$ cat src/rtl/arb_pkg.sv
// Shared types and defaults for the I/D cache memory-port arbiter.
package arb_pkg;

  localparam int unsigned LINE_W_DEF = 256;
  localparam int unsigned ADDR_W_DEF = 32;

  typedef enum logic [1:0] {
    IDLE,
    I_GNT,
    D_GNT
  } arb_state_t;

  typedef enum logic {
    SRC_I,
    SRC_D
  } arb_src_t;

endpackage

$ cat src/rtl/arb_grant_sel.sv
// Combinational winner selection between I and D requesters.
// CACHE_ARB_RR_EN selects round-robin on collisions; otherwise D always wins.
module arb_grant_sel
  import arb_pkg::*;
(
  input  logic     i_req_i,
  input  logic     d_req_i,
  input  arb_src_t rr_last_i,
  output logic     gnt_valid_o,
  output arb_src_t gnt_src_o
);

  always_comb begin
    gnt_valid_o = i_req_i | d_req_i;
    gnt_src_o   = SRC_I;
    if (d_req_i && !i_req_i) begin
      gnt_src_o = SRC_D;
    end else if (d_req_i && i_req_i) begin
`ifdef CACHE_ARB_RR_EN
      // The side not served most recently wins a collision.
      gnt_src_o = (rr_last_i == SRC_D) ? SRC_I : SRC_D;
`else
      gnt_src_o = SRC_D;
`endif
    end
  end

`ifndef CACHE_ARB_RR_EN
  logic unused_rr;
  assign unused_rr = rr_last_i;
`endif

endmodule

$ cat src/rtl/cache_arbiter.sv
// Shares one physical-memory port between the I-cache and D-cache miss paths.
// Define CACHE_ARB_RR_EN for round-robin collision handling (default: D priority).
module cache_arbiter
  import arb_pkg::*;
#(
  parameter int unsigned ADDR_W = ADDR_W_DEF,
  parameter int unsigned LINE_W = LINE_W_DEF
) (
  input  logic              clk,
  input  logic              reset,
  input  logic              i_read,
  input  logic [ADDR_W-1:0] i_addr,
  output logic [LINE_W-1:0] i_rdata,
  output logic              i_resp,
  input  logic              d_read,
  input  logic              d_write,
  input  logic [ADDR_W-1:0] d_addr,
  input  logic [LINE_W-1:0] d_wdata,
  output logic [LINE_W-1:0] d_rdata,
  output logic              d_resp,
  output logic              pmem_read,
  output logic              pmem_write,
  output logic [ADDR_W-1:0] pmem_addr,
  output logic [LINE_W-1:0] pmem_wdata,
  input  logic [LINE_W-1:0] pmem_rdata,
  input  logic              pmem_resp,
  output logic              arb_busy
);

  arb_state_t        state_q, state_d;
  logic              op_write_q, op_write_d;
  logic [ADDR_W-1:0] addr_q, addr_d;
  logic [LINE_W-1:0] wdata_q, wdata_d;
  logic [LINE_W-1:0] i_rdata_q, i_rdata_d;
  logic [LINE_W-1:0] d_rdata_q, d_rdata_d;
  arb_src_t          rr_last;
  logic              gnt_valid;
  arb_src_t          gnt_src;
  logic              d_req;

  assign d_req = d_read | d_write;

  arb_grant_sel u_grant_sel (
    .i_req_i     (i_read),
    .d_req_i     (d_req),
    .rr_last_i   (rr_last),
    .gnt_valid_o (gnt_valid),
    .gnt_src_o   (gnt_src)
  );

`ifdef CACHE_ARB_RR_EN
  arb_src_t rr_last_q, rr_last_d;

  always_comb begin
    rr_last_d = rr_last_q;
    if (pmem_resp && (state_q == I_GNT)) rr_last_d = SRC_I;
    if (pmem_resp && (state_q == D_GNT)) rr_last_d = SRC_D;
  end

  always_ff @(posedge clk or negedge reset) begin
    if (!reset) rr_last_q <= SRC_I;
    else        rr_last_q <= rr_last_d;
  end

  assign rr_last = rr_last_q;
`else
  assign rr_last = SRC_I;
`endif

  always_comb begin
    state_d    = state_q;
    op_write_d = op_write_q;
    addr_d     = addr_q;
    wdata_d    = wdata_q;
    i_rdata_d  = i_rdata_q;
    d_rdata_d  = d_rdata_q;
    unique case (state_q)
      IDLE: begin
        if (gnt_valid && (gnt_src == SRC_D)) begin
          state_d    = D_GNT;
          addr_d     = d_addr;
          // A simultaneous read+write is a protocol violation; the write wins.
          op_write_d = d_write;
          wdata_d    = d_write ? d_wdata : '0;
        end else if (gnt_valid) begin
          state_d    = I_GNT;
          addr_d     = i_addr;
          op_write_d = 1'b0;
          wdata_d    = '0;
        end
      end
      I_GNT: begin
        if (pmem_resp) begin
          state_d   = IDLE;
          i_rdata_d = pmem_rdata;
        end
      end
      D_GNT: begin
        if (pmem_resp) begin
          state_d   = IDLE;
          d_rdata_d = pmem_rdata;
        end
      end
      default: state_d = IDLE;
    endcase
  end

  always_ff @(posedge clk or negedge reset) begin
    if (!reset) begin
      state_q    <= IDLE;
      op_write_q <= 1'b0;
      addr_q     <= '0;
      wdata_q    <= '0;
      i_rdata_q  <= '0;
      d_rdata_q  <= '0;
    end else begin
      state_q    <= state_d;
      op_write_q <= op_write_d;
      addr_q     <= addr_d;
      wdata_q    <= wdata_d;
      i_rdata_q  <= i_rdata_d;
      d_rdata_q  <= d_rdata_d;
    end
  end

  // Memory-side outputs depend only on registered state, never on requester inputs.
  always_comb begin
    arb_busy   = (state_q != IDLE);
    pmem_read  = arb_busy & ~op_write_q;
    pmem_write = arb_busy & op_write_q;
    pmem_addr  = arb_busy ? addr_q : '0;
    pmem_wdata = arb_busy ? wdata_q : '0;
    i_resp     = (state_q == I_GNT) & pmem_resp;
    d_resp     = (state_q == D_GNT) & pmem_resp;
    i_rdata    = i_resp ? pmem_rdata : i_rdata_q;
    d_rdata    = d_resp ? pmem_rdata : d_rdata_q;
  end

endmodule

$ cat config.mk
export PLATFORM = sky130hd
export DESIGN_NAME = cache_arbiter
export DESIGN_NICKNAME = d
export VERILOG_FILES = /design/src/rtl/arb_pkg.sv /design/src/rtl/arb_grant_sel.sv /design/src/rtl/cache_arbiter.sv
export SDC_FILE = /design/constraint.sdc
export NUM_CORES = 1
export LEC_CHECK = 0
export CORE_AREA = 4 4 531 533
export DETAILED_ROUTE_END_ITERATION = 7
export DIE_AREA = 0 0 535 537
export PLACE_DENSITY = 0.38
export REMOVE_ABC_BUFFERS = 1
export SETUP_SLACK_MARGIN = 0.02
export SLEW_MARGIN = 20
export SYNTH_ARGS = -nofsm -noshare
export SYNTH_HDL_FRONTEND = slang
export SYNTH_HIERARCHICAL = 1
export SYNTH_SLANG_ARGS = --single-unit
$ cat constraint.sdc
create_clock -name clk -period 2.4 [get_ports clk]
set_input_delay 0.48 -clock clk [delete_from_list [all_inputs] [get_ports clk]]
set_output_delay 0.48 -clock clk [all_outputs]
set_load 0.02 [all_outputs]
==> results of run 1 <==
state kept, by name, indices dropped and copies added, names as in the netlist:
signal	flops
op_write_q	1
i_rdata_q	256
wdata_q	256
state_q	2
d_rdata_q	256
addr_q	32
metal layers:
metal	track usage, %	part of all wire (%)	up-vias
met4	3.739	3.2	66
met5	0	0.21	-
met1	13.54	39	13550
li1	-	-	12270
met2	21.02	49	1135
met3	4.957	8.5	310
stage by stage:
step                cell area (µm²)  setup WS (ns)  utilization (%)  total power [µW]
finish                        61130        -0.8826            22.11             85160
global route                  61100         -1.067            22.10             89590
CTS                           58350         -1.096            21.10             82280
detailed placement            54120        -0.8812            19.57             66100
global placement              54120        -0.8703            19.57             66020
floorplan                     33550         -10.10                -             38130
report_power, final:
part	internal [µW]	switching [µW]
clock network	10500	6550
registers	19800	2800
logic	22000	23600
cell type report:
class,count,area [µm²]
antenna,17,42.54
clock buffer,162,3221
clock inverter,30,506.7
fill,29570,215400
inverter,5,18.77
multi-input combinational,1429,14230
sequential,803,20100
tap,3705,4636
timing repair buffer,1833,18380
layout by cell type, fill, tap and decap left out, drive strengths merged, types with 11 or more instances in the layout:
cell type and count:
bufinv 12, dlygate4sd2 101, dfrtp 803, mux2i 32, diode 17, clkdlybuf4s50 658, o21ai 35, nor2b 291
clkdlybuf4s15 11, mux2 767, buf 966, nand2 38, clkinv 13, a22o 256, clkbuf 250
how the worst max path moves through the flow:
stage | slack (ns) | end | cells after the start
6_report | -0.88 | i_rdata[167] | 8
2_1_floorplan | -10.10 | wdata_q[0]$_DFFE_PN0P_ | 5
5_1_grt | -1.07 | d_rdata[10] | 8
4_1_cts | -1.10 | i_rdata[136] | 8
3_5_place_dp | -0.88 | i_rdata[10] | 7
3_3_place_gp | -0.87 | i_rdata[10] | 7
what timing repair did:
item	in CTS	in global routing
cloned	15	26
endpoints found under the hold margin	19	0
hold buffers	1	0
pin swaps	1	3
endpoints found under the setup margin	829	991
gates resized for setup	826	1699
buffers inserted	23	174
==> out/qor.yml, run 1 <==
sta:
  rsz0062_at_grt: "true"
  slew_headroom_pct: 53.53
  setup_viol: 947
  fin_crit_sh_pct: 136.8
  worst_pin_slew_ns: 0.6970
  fin_crit_ns: 3.283
  skew_ns: 0.03113
  slew_viol_final: 0
  fin_ws_ns: -0.8826
  hold-worst-slack_ns: 0.2654
  finalSetupTns_ns: -537.75
  clock.fmax_ghz: 0.3046
  hold_viol_final: 0
hold_path:
  hold_depth: 2
  worst_hold_path.endpoint: "wdata_q[216]$_DFFE_PN0P_"
  min_path_type: "input pin to flip-flop"
  hold_start: "d_wdata[216]"
floorplan:
  io-pin-count: 1387
  rows: 193
  die_y_um: 537
  core_um2: 276500
  fp.dieW_um: 535
  die_area_um2: 287300
  start_util_pct: 12.69
routing:
  drt_drc_violations_left: 0
  finalWirelength_um: 190200
  drtAntennaViolNets: 0
  vias_per_cell: 3.423
  dr.pass1.iters: 5
  vias: 27330
  drt_iter0_markers: 914
  wl_per_cell_um: 23.82
run_status:
  status: "finished, violations left"
  violations: "setup timing"
power_and_ir_drop:
  ir_drop_mv: 0.5562
  leakage_uw: 0.02736
  power.density_nw_per_um2: 1393
place:
  globalplace.congestion: 0.8205
  dp.cells: 7544
  io_buffers: 1386
  hpwl_um: 147000
cts:
  cts_made_buffers: 111
  cts.sinks: 803
  cts_buffer_depth: 4
  cts_root_buffer: "clkbuf_16"
  insertion_delay_ns: 0.81
  path_clk_slew_ns: 0.06
  cts_tree: "built"
  htree_levels: 3
worst_setup_path:
  worstSetupStartpointType: "flip-flop"
  crit_path_cell_trace: "buf_6 -> ha_4 -> nand2_8 -> buf_16 -> buf_12 -> buf_16 -> mux2_2 -> dlygate4sd2_1"
  r2r_slack_ns: -0.09
  max_stage_delay_ns: 0.41
  critPathCaptureType: "output pin"
  r2r_cells: 9
  crit_top_cell: "buf_16"
  setup.worst_path.start: "state_q[0]$_DFFE_PN0P_"
  path_buf_inv: 5
  worstPathMaxFanout: 9
  rr_startpoint: "state_q[1]$_DFFE_PN0P_"
  timing.rr.end: "wdata_q[69]$_DFFE_PN0P_"
  required_ns: 1.92
  critPathTopFamily: "buffers and inverters"
  critical_path_class: "flip-flop to output pin"
  crit_arrival_ns: 2.80
  slowest_stage: "dfrtp_1"
yosys:
  yosys_warnings: 6
  syn_inst: 2422
  syn_area_per_cell_um2: 14.48
  syn-cell-area_um2: 35080
finish:
  drive_gt1_share_pct: 48.24
  area_growth_syn_to_layout_pct: 74.28
  instances_no_fill: 7984
  nets: 4768
grt:
  antenna_found_initial: 77
  overflow: 0
  grt_max_degree: 91
  grt_usage_pct: 12.13
  grt_pass1_vias: 28500
  grt_pass1_wl_um: 246200
flow_run:
  maxCapViolCount: 0
No activity file was read; power rests on OpenSTA's default activity.
==> inputs of run 2 (changes only) <==
--- a/config.mk
+++ b/config.mk
@@ -11,7 +11,6 @@
 export PLACE_DENSITY = 0.38
 export REMOVE_ABC_BUFFERS = 1
 export SETUP_SLACK_MARGIN = 0.02
-export SLEW_MARGIN = 20
 export SYNTH_ARGS = -nofsm -noshare
 export SYNTH_HDL_FRONTEND = slang
 export SYNTH_HIERARCHICAL = 1
==> results of run 2 <==
No change in the layout: final DEF, timing and power equal those of run 1.
==> inputs of run 3 (changes only) <==
--- a/config.mk
+++ b/config.mk
@@ -8,7 +8,7 @@
 export CORE_AREA = 4 4 531 533
 export DETAILED_ROUTE_END_ITERATION = 7
 export DIE_AREA = 0 0 535 537
-export PLACE_DENSITY = 0.38
+export PLACE_DENSITY = 0.42
 export REMOVE_ABC_BUFFERS = 1
 export SETUP_SLACK_MARGIN = 0.02
 export SYNTH_ARGS = -nofsm -noshare
==> run 3 against run 2 <==
The run still ends with setup timing left. Worst hold slack lost 0.014 ns. Via count shrank 1.5%. Sequential share of layout area grew 1.1 points. Non-clock buffer count shrank 129. Clock power is essentially flat. Global-route usage grew 0.14 points. Largest power group unchanged.
==> out/qor.yml, run 3 (same netlist as run 1, synthesis figures left out) <==
power_and_ir_drop:
  seqPwrFrac_pct: 27.6  # +1.1 points
  combPwrFrac_pct: 51.6  # -1.9 points
  intPower_uw: 49390  # -5.5%
  leakage_uw: 0.02790  # +2.0%
  power.density_nw_per_um2: 1374  # -1.4%
  ir_drop_mv: 0.4709  # -15%
  p_switching_uw: 31900  # -3.1%
  clock_power_share_pct: 20.7  # +0.7 points
  fin_total_pwr_uw: 81290  # -4.6%
  swShare_pct: 39.24  # +0.61 points
routing:
  vias: 26920  # -1.5%
  drt_iter0_markers: 935  # +2.3%
  wl_per_cell_um: 23.79  # -0.15%
  dr.pass1.iters: 4  # -1
  finalWirelength_um: 187400  # -1.5%
  drtAntennaViolNets: 0  # unchanged
  drt_drc_violations_left: 0  # unchanged
  vias_per_cell: 3.417  # -0.16%
worst_setup_path:
  r2r_slack_ns: -0.09  # about the same
  timing.rr.end: "wdata_q[65]$_DFFE_PN0P_"
  max_stage_delay_ns: 0.41  # about the same
  crit_arrival_ns: 2.78  # -0.02 ns
  critPathCaptureType: "output pin"
  required_ns: 1.92  # about the same
  worstPathMaxFanout: 11  # +2
  crit_path_cell_trace: "inv_2 -> ha_4 -> nand2_8 -> buf_12 -> buf_16 -> buf_12 -> buf_16 -> buf_8 -> mux2_4 -> buf_6"
  rr_startpoint: "state_q[0]$_DFFE_PN0P_"
  slowest_stage: "dfrtp_2"
  r2r_cells: 9  # unchanged
  worstSetupStartpointType: "flip-flop"
  critical_path_class: "flip-flop to output pin"
finish:
  nets: 4637  # -2.7%
  top_regs: "d_rdata_q x256, i_rdata_q x256, wdata_q x256"
  drive_gt1_share_pct: 42.61  # -5.6 points
  most-common-layout-cells: "dfrtp_1 (802), mux2_2 (739), clkdlybuf4s50_1 (631), buf_4 (410), nor2b_1 (291)"
  multi_input_area_um2: 13620  # -4.3%
  regArea_um2: 20100  # unchanged
  area_growth_syn_to_layout_pct: 68.65
  layout_commonest_cell: "dfrtp_1"
  instances_no_fill: 7878  # -1.3%
  fillerInstances: 29700  # +0.45%
grt:
  met3_usage_pct: 5.520  # +0.56 points
  use_met1_pct: 13.26  # -0.28 points
  grt_pass1_wl_um: 248100  # +0.77%
  grt_pass1_vias: 28440  # -0.19%
  met2_usage_pct: 20.83  # -0.19 points
  top_usage_layer: "met2"
  grt_max_degree: 77  # -15%
  antenna_found_initial: 105  # +36%
  overflow: 0  # unchanged
  grt_usage_pct: 12.28  # +0.14 points
sta:
  slew_headroom_pct: 52.51  # -1.0 points
  skew_ns: 0.03112  # -0.00001800 ns
  clock.fmax_ghz: 0.3068  # +0.71%
  fin_crit_ns: 3.259  # -0.02326 ns
  hold_viol_final: 0  # unchanged
  setup_viol: 1015  # +7.2%
  slew_viol_final: 0  # unchanged
  worst_pin_slew_ns: 0.7124  # +0.01538 ns
  rsz0062_at_grt: "true"
  fin_ws_ns: -0.8593  # +0.02326 ns
  fin_crit_sh_pct: 135.8  # -0.97 points
cts:
  path_clk_slew_ns: 0.06  # about the same
  cts_buffer_depth: 4  # unchanged
  cts_root_buffer: "clkbuf_16"
  cts_made_buffers: 109  # -1.8%
  insertion_delay_ns: 0.79  # -0.02 ns
  htree_levels: 3  # unchanged
  cts.sinks: 803  # unchanged
  cts_tree: "built"
place:
  globalplace.congestion: 0.8197  # about the same
  dp.cells: 7551  # +0.093%
  io_buffers: 1386  # unchanged
  hpwl_um: 150300  # +2.2%
hold_path:
  min_path_type: "input pin to asynchronous set/reset pin"
floorplan:
  start_util_pct: 12.69  # unchanged
  core_um2: 276500  # unchanged
  die_area_um2: 287300  # unchanged
  rows: 193  # unchanged
  die_y_um: 537  # unchanged
  fp.dieW_um: 535  # unchanged
  io-pin-count: 1387  # unchanged
run_status:
  violations: "setup timing"
  status: "finished, violations left"
flow_run:
  maxCapViolCount: 0  # unchanged
==> run 3: cell types whose count changed in the layout (fill, tap and decap cells not counted), moves of 27 or more <==
cell,change
buf_2,-37
buf_4,-113
buf_6,-122
clkbuf_2,+52
clkdlybuf4s50_1,-27
dlygate4sd2_1,-29
dlymetal6s2s_1,+165
mux2_2,+100
mux2_4,-100
nor2b_1,+44
==> run 3: cell type report <==
type / count / area share (%)
antenna: 35 / 0.1481
clock buffer: 155 / 5.360
clock inverter: 42 / 0.8608
inverter: 5 / 0.03173
multi-input combinational: 1429 / 23.02
sequential: 803 / 33.97
tap: 3705 / 7.836
timing repair buffer: 1704 / 28.77
==> run 3: timing repair <==
action	in CTS	in global routing
endpoints found under the setup margin	1062	1062
resized for setup	866	749
pin swaps	1	3
endpoints found under the hold margin	10	0
gates cloned	11	10
buffers inserted	43	35
hold buffers	1	0
==> run 3: worst max path at each step <==
stage / startpoint / endpoint / slack (ns) / cells after the start
floorplan: state_q[0]$_DFFE_PN0P_ / wdata_q[0]$_DFFE_PN0P_ / -10.10 / 5
global placement: pmem_resp / i_rdata[92] / -0.86 / 8
detailed placement: pmem_resp / i_rdata[92] / -0.89 / 8
CTS: state_q[1]$_DFFE_PN0P_ / i_rdata[160] / -1.29 / 7
global route: state_q[0]$_DFFE_PN0P_ / d_rdata[171] / -1.03 / 10
finish: state_q[0]$_DFFE_PN0P_ / d_rdata[171] / -0.86 / 10
==> run 3: power groups by stage <==
stage	clock network [µW]	logic, µW	registers [µW]
final	16900	42000	22500
after global routing	18100	44500	23100
after detailed placement	0	43500	22600
after floorplan	0	17900	20300
after CTS	17600	43200	22500
after global placement	0	43500	22500
==> run 3: routing by layer <==
layer	vias to the layer above	part of all wire (%)	wire (µm)
met5	-	0.35	658
met4	104	4.0	7579
li1	12000	-	-
met1	13330	37	69870
met3	334	9.8	18380
met2	1146	49	90910
==> run 3: metrics by stage <==
stage | worst slack (ns) | hold slack (ns) | util [%] | setup TNS [ns] | instance area [µm²]
global placement | -0.8551 | 0.4544 | 19.59 | -467.77 | 54170
CTS | -1.292 | 0.1488 | 21.16 | -794.21 | 58520
global route | -1.033 | 0.1807 | 21.38 | -737.01 | 59120
floorplan | -10.10 | 0.1844 | - | -9331.72 | 33550
detailed placement | -0.8865 | 0.4640 | 19.59 | -479.46 | 54170
finish | -0.8593 | 0.2515 | 21.39 | -544.62 | 59160
==> run 3: critical path, delay by kind of cell, from the launching register on <==
| kind | cells | cell delay [ns] |
|---|---|---|
| buffers and inverters | 7 | 0.93 |
| flip-flops | 1 | 0.41 |
| multiplexers | 1 | 0.33 |
| adder cells (fa/ha/maj) | 1 | 0.18 |
| AND/OR/NAND/NOR | 1 | 0.10 |
